--- src/rtl/bcd_disp_pkg.sv ---
// bcd_disp_pkg: seven-segment codes and BCD helpers shared by the display counter.
package bcd_disp_pkg;
    localparam logic [7:0] SEG_BLANK = 8'h00;
    localparam logic [7:0] SEG7_LUT [0:9] = '{
        8'h3F, 8'h06, 8'h5B, 8'h4F, 8'h66, 8'h6D, 8'h7D, 8'h07, 8'h7F, 8'h6F
    };

    function automatic logic [7:0] seg7_decode(input logic [3:0] d);
        return (d < 4'd10) ? SEG7_LUT[d] : SEG_BLANK;
    endfunction

    // Elaboration-time conversion of a decimal terminal count into packed BCD.
    function automatic logic [31:0] int_to_bcd(input int value, input int n);
        logic [31:0] r;
        int          v;
        r = '0;
        v = value;
        for (int i = 0; i < 8; i++) begin
            if (i < n) r[4*i+:4] = 4'(v % 10);
            v = v / 10;
        end
        return r;
    endfunction
endpackage

--- src/rtl/tick_gen.sv ---
// tick_gen: free-running divider giving a one-cycle tick every DIV clk_sys cycles.
module tick_gen #(
    parameter int DIV = 1
) (
    input  logic clk_sys,
    input  logic rst,
    output logic tick
);
    localparam int W = (DIV > 1) ? $clog2(DIV) : 1;
    localparam logic [W-1:0] LAST = W'(DIV - 1);

    logic [W-1:0] cnt_q, cnt_d;

    always_comb begin
        tick  = cnt_q == LAST;
        cnt_d = tick ? '0 : cnt_q + 1'b1;
    end

    always_ff @(posedge clk_sys or posedge rst)
        if (rst) cnt_q <= '0;
        else     cnt_q <= cnt_d;
endmodule

--- src/rtl/bcd_scan_counter.sv ---
// bcd_scan_counter: N-digit up/down BCD counter with a multiplexed
// common-cathode seven-segment scan driver and leading-zero blanking.
module bcd_scan_counter
    import bcd_disp_pkg::*;
#(
    parameter int N_DIGITS = 2,
    parameter int MAX_VAL  = 59,
    parameter int TICK_DIV = 25000000,
    parameter int SCAN_DIV = 25000
) (
    input  logic                  clk_sys,
    input  logic                  rst,
    input  logic                  en,
    input  logic                  up_dn,
    input  logic                  clr,
    input  logic                  blank_lz,
    output logic [4*N_DIGITS-1:0] bcd,
    output logic                  carry,
    output logic [N_DIGITS-1:0]   seg,
    output logic [7:0]            Q
);
    localparam int BW = 4 * N_DIGITS;
    localparam logic [31:0]         MAX_BCD32 = int_to_bcd(MAX_VAL, N_DIGITS);
    localparam logic [BW-1:0]       MAX_BCD   = MAX_BCD32[BW-1:0];
    localparam logic [N_DIGITS-1:0] SEG_RST   = ~N_DIGITS'(1);

    logic                count_tick, scan_tick;
    logic [BW-1:0]       bcd_q, bcd_d, inc_v, dec_v;
    logic [N_DIGITS-1:0] seg_q, seg_d;
    logic                carry_q, carry_d;
    logic                at_max, at_zero, step;

    tick_gen #(.DIV(TICK_DIV)) u_count_tick (.clk_sys(clk_sys), .rst(rst), .tick(count_tick));
    tick_gen #(.DIV(SCAN_DIV)) u_scan_tick  (.clk_sys(clk_sys), .rst(rst), .tick(scan_tick));

    // A digit moves only while every lower digit is wrapping (9->0 up, 0->9 down).
    always_comb begin : ripple
        logic c, b;
        c     = 1'b1;
        b     = 1'b1;
        inc_v = bcd_q;
        dec_v = bcd_q;
        for (int i = 0; i < N_DIGITS; i++) begin
            inc_v[4*i+:4] = c ? ((bcd_q[4*i+:4] == 4'd9) ? 4'd0 : bcd_q[4*i+:4] + 4'd1) : bcd_q[4*i+:4];
            dec_v[4*i+:4] = b ? ((bcd_q[4*i+:4] == 4'd0) ? 4'd9 : bcd_q[4*i+:4] - 4'd1) : bcd_q[4*i+:4];
            c = c & (bcd_q[4*i+:4] == 4'd9);
            b = b & (bcd_q[4*i+:4] == 4'd0);
        end
    end

    always_comb begin
        at_max  = bcd_q == MAX_BCD;
        at_zero = bcd_q == '0;
        step    = count_tick & en;
        bcd_d   = clr   ? '0 :
                  !step ? bcd_q :
                  up_dn ? (at_max ? '0 : inc_v) :
                          (at_zero ? MAX_BCD : dec_v);
        carry_d = !clr && step && (up_dn ? at_max : at_zero);
        seg_d   = scan_tick ? ((seg_q << 1) | (seg_q >> (N_DIGITS - 1))) : seg_q;
    end

    always_ff @(posedge clk_sys or posedge rst)
        if (rst) begin
            bcd_q   <= '0;
            carry_q <= 1'b0;
            seg_q   <= SEG_RST;
        end else begin
            bcd_q   <= bcd_d;
            carry_q <= carry_d;
            seg_q   <= seg_d;
        end

    // Walk from the top digit so hi_zero means "this digit and all above are zero".
    always_comb begin : display
        logic       hi_zero, lead_blank;
        logic [3:0] dig;
        hi_zero    = 1'b1;
        lead_blank = 1'b0;
        dig        = '0;
        for (int i = N_DIGITS - 1; i >= 0; i--) begin
            hi_zero = hi_zero & (bcd_q[4*i+:4] == 4'd0);
            if (!seg_q[i]) begin
                dig        = bcd_q[4*i+:4];
                lead_blank = hi_zero && (i > 0);
            end
        end
        Q = (!$onehot(~seg_q) || (blank_lz && lead_blank)) ? SEG_BLANK : seg7_decode(dig);
    end

    assign bcd   = bcd_q;
    assign carry = carry_q;
    assign seg   = seg_q;
endmodule

--- config.mk ---
export PLATFORM = sky130hd
export DESIGN_NAME = bcd_scan_counter
export DESIGN_NICKNAME = d
export VERILOG_FILES = /design/src/rtl/bcd_disp_pkg.sv /design/src/rtl/tick_gen.sv /design/src/rtl/bcd_scan_counter.sv
export SDC_FILE = /design/constraint.sdc
export NUM_CORES = 1
export LEC_CHECK = 0
export ABC_AREA = 1
export CORE_UTILIZATION = 25
export CTS_CLUSTER_SIZE = 10
export DETAILED_ROUTE_END_ITERATION = 10
export GPL_TIMING_DRIVEN = 0
export HOLD_SLACK_MARGIN = 0.06
export SLEW_MARGIN = 20
export SYNTH_ARGS = -nofsm -noshare
export SYNTH_HDL_FRONTEND = slang
export SYNTH_HIERARCHICAL = 1
export SYNTH_SLANG_ARGS = --single-unit
export TNS_END_PERCENT = 5
--- constraint.sdc ---
create_clock -name clk_sys -period 1.65 [get_ports clk_sys]
set_input_delay 0.33 -clock clk_sys [delete_from_list [all_inputs] [get_ports clk_sys]]
set_output_delay 0.33 -clock clk_sys [all_outputs]
set_load 0.05 [all_outputs]
==> metrics.cfg <==
[status]
status=complete, but fails checks
violations=negative setup slack

[finish]
diodes=0
fin_util_pct=32.4
regArea_mm2=0.00129
multiInputGateArea_mm2=0.00219
fillCellCount=1488
mostFrequentLayoutCell=nand2_1
most-common-layout-cells=nand2_1, nor2_1, inv_1
drive_above_1_share_pct=25.0
syn2layout_area_growth_pct=24.9
nets=585

[die]
num_rows=43
die_w_um=123
start_util_pct=25.9
dieArea_mm2=0.0150
fp.dieH_um=123
io_pins=25
placeableCoreArea_mm2=0.0140

[sta]
hold_viol=0
timing.final.ws_setup_ps=-650
tightest_slew_ps=915
setup_viol_count_final=16
clock_skew_ps=9.34
timing.setup.tns_ps=-5030
relSlewSlack_pct=38.6
drv_slew=0
rsz0062_at_grt=true
period_share_pct=139
period_minus_slack_ps=2300
timing.fmax_mhz=435

[placed_design]
finalWeightedCongestion=0.826
port_buffers=23
dp_hpwl_um=6040

[setup_path]
critPathMaxFanout=5
r2r-end=bcd[7]
arrival_ps=1970
end_kind=primary output
startpoint_type=flip-flop
r2r_slack_ps=-120
crit_type=reg2out
r2r.worst_path.cells=12
crit_required_ps=1320
regToRegStartpoint=u_count_tick/cnt_q[0]

[pwr]
powerDensity_mw_per_mm2=657
peakVddDrop_mv=0.358
p_leak_nw=2.12

[yosys]
synth_nets=545
synth_seq_cells=51
seq_area_frac_synth_pct=35.1
synth_cell_types=34
synth_cells=532
avgSynthCellArea_um2=6.83
yosys_warnings=6
netlist_area_mm2=0.00364

[grt]
grt.busiest_layer=met2
grt_max_degree=26
grtUsageMet1_pct=15.3
grt_pass1_vias=3085
grtUsageTotal_pct=11.7
grt_use_met3_pct=1.95
grt_pass1_wl_um=14200
grt-ovfl-total=0
met2_usage_pct=19.7
antenna_found_initial=0

[cts]
insertion_delay_ps=290
cts_buffer_depth=2
htreeDepth=2
cts-root-buf=clkbuf_16
cts.clk_slew.worst_paths_ps=80
cts_sinks=51
cts_buffers=5
cts_tree=done

[drt]
num_vias=3278
ant_nets=0
via_per_inst=4.35
wl_per_cell_um=10.6
drt-initial-drc-count=170
drtPass1Iterations=4
wl_um=8020
drc=0

[run]
max-cap-violations=0

[hold_path]
hold_path_class=in2async

-- logic make-up after synthesis --
group / after synthesis / synth area share [%]
buf+inv: 84 / 9.08
fa+ha+maj: 7 / 2.41
xor+xnor: 14 / 3.37
simple gates: 346 / 44.7
compound gates: 29 / 5.20
other cells: 1 / 0.103
flops: 51 / 35.1
-- worst max-delay path: stages, from the launching register on --
cell and delay, ps:
dfstp_4 650, nor2_4 60, a21oi_4 210, inv_2 90
ha_4 160, inv_2 40, nand2_2 60, nand2_4 90
nor2_4 50, nor2_4 110, buf_8 150
-- report_power, final --
group	internal, mW	switching [mW]	total (mW)
Sequential	1.27	0.0401	1.31
Clock	0.722	0.498	1.22
Combinational	0.144	0.307	0.451
-- Yosys cell counts --
| cell type | count | area share (%) |
|---|---|---|
| buf_6 | 1 | 0.31 |
| o21ai_0 | 7 | 0.96 |
| nor2_1 | 91 | 9.4 |
| o211ai_1 | 1 | 0.21 |
| nor3_1 | 8 | 1.1 |
| dfstp_2 | 1 | 0.72 |
| a211oi_1 | 1 | 0.21 |
| nand2_2 | 13 | 2.2 |
| xor2_1 | 13 | 3.1 |
| buf_4 | 1 | 0.21 |
| nand2_4 | 6 | 1.9 |
| nand2_8 | 1 | 0.55 |
| nor2_2 | 21 | 3.6 |
| o21ai_2 | 1 | 0.24 |
| ha_1 | 7 | 2.4 |
| inv_2 | 13 | 1.3 |
| nand4_1 | 10 | 1.7 |
| clkinv_1 | 1 | 0.10 |
| a21oi_4 | 2 | 0.89 |
| xnor2_1 | 1 | 0.24 |
| o22ai_1 | 1 | 0.17 |
| clkinv_2 | 1 | 0.14 |
| dfrtp_1 | 50 | 34 |
| nand3_1 | 34 | 4.7 |
| nand2_1 | 149 | 15 |
| o21ai_1 | 8 | 1.1 |
| inv_4 | 1 | 0.17 |
| nand3_2 | 1 | 0.28 |
| nor2_4 | 11 | 3.4 |
| a21oi_1 | 7 | 0.96 |
| o21ai_4 | 1 | 0.45 |
| inv_1 | 66 | 6.8 |
| conb_1 | 1 | 0.10 |
| nand3_4 | 1 | 0.48 |
-- stage by stage --
stage	setup slack [ps]	cells	cell area (um^2)	hold WS, ps	power (mW)
floorplan	-423	532	3710	181	1.65
global placement	-999	735	4160	453	1.77
detailed placement	-995	735	4160	461	1.77
CTS	-635	751	4440	425	3.00
global route	-743	753	4540	476	3.12
finish	-650	753	4540	417	2.98
-- state kept, by name, indices dropped and copies added (netlist names) --
signal / cells
carry: 1
bcd: 8
u_count_tick/cnt_q: 25
u_scan_tick/cnt_q: 15
seg: 2
-- layer usage --
layer,up-vias,wire length [um]
met1,1510,3860
met3,6,243
met4,0,58
met2,48,3850
met5,-,0
li1,1714,-
-- worst max-delay path by stage --
stage,start,endpoint,slack [ps]
after floorplan,seg[1],Q[3],-420
after global placement,seg[1],Q[3],-1000
after detailed placement,seg[1],Q[3],-1000
after CTS,seg[1],Q[3],-630
after global routing,seg[1],Q[5],-740
final,seg[1],Q[5],-650
-- final cells by class --
class | count | share of cell area [%]
tap | 180 | 4.96
clock buffer | 5 | 2.75
sequential | 51 | 28.4
timing repair buffer | 33 | 7.24
multi-input combinational | 397 | 48.3
buffer | 2 | 0.413
clock inverter | 3 | 1.02
inverter | 82 | 6.91
-- what timing repair did --
item                                   4_1_cts  5_1_grt
pin swaps                                    7        9
hold buffers                                 0        0
resized for setup                           81       31
endpoints found under the hold margin        0        0
setup endpoints to repair                   27       22
buffers inserted                             8        2
Power figures use the tool's default switching activity.
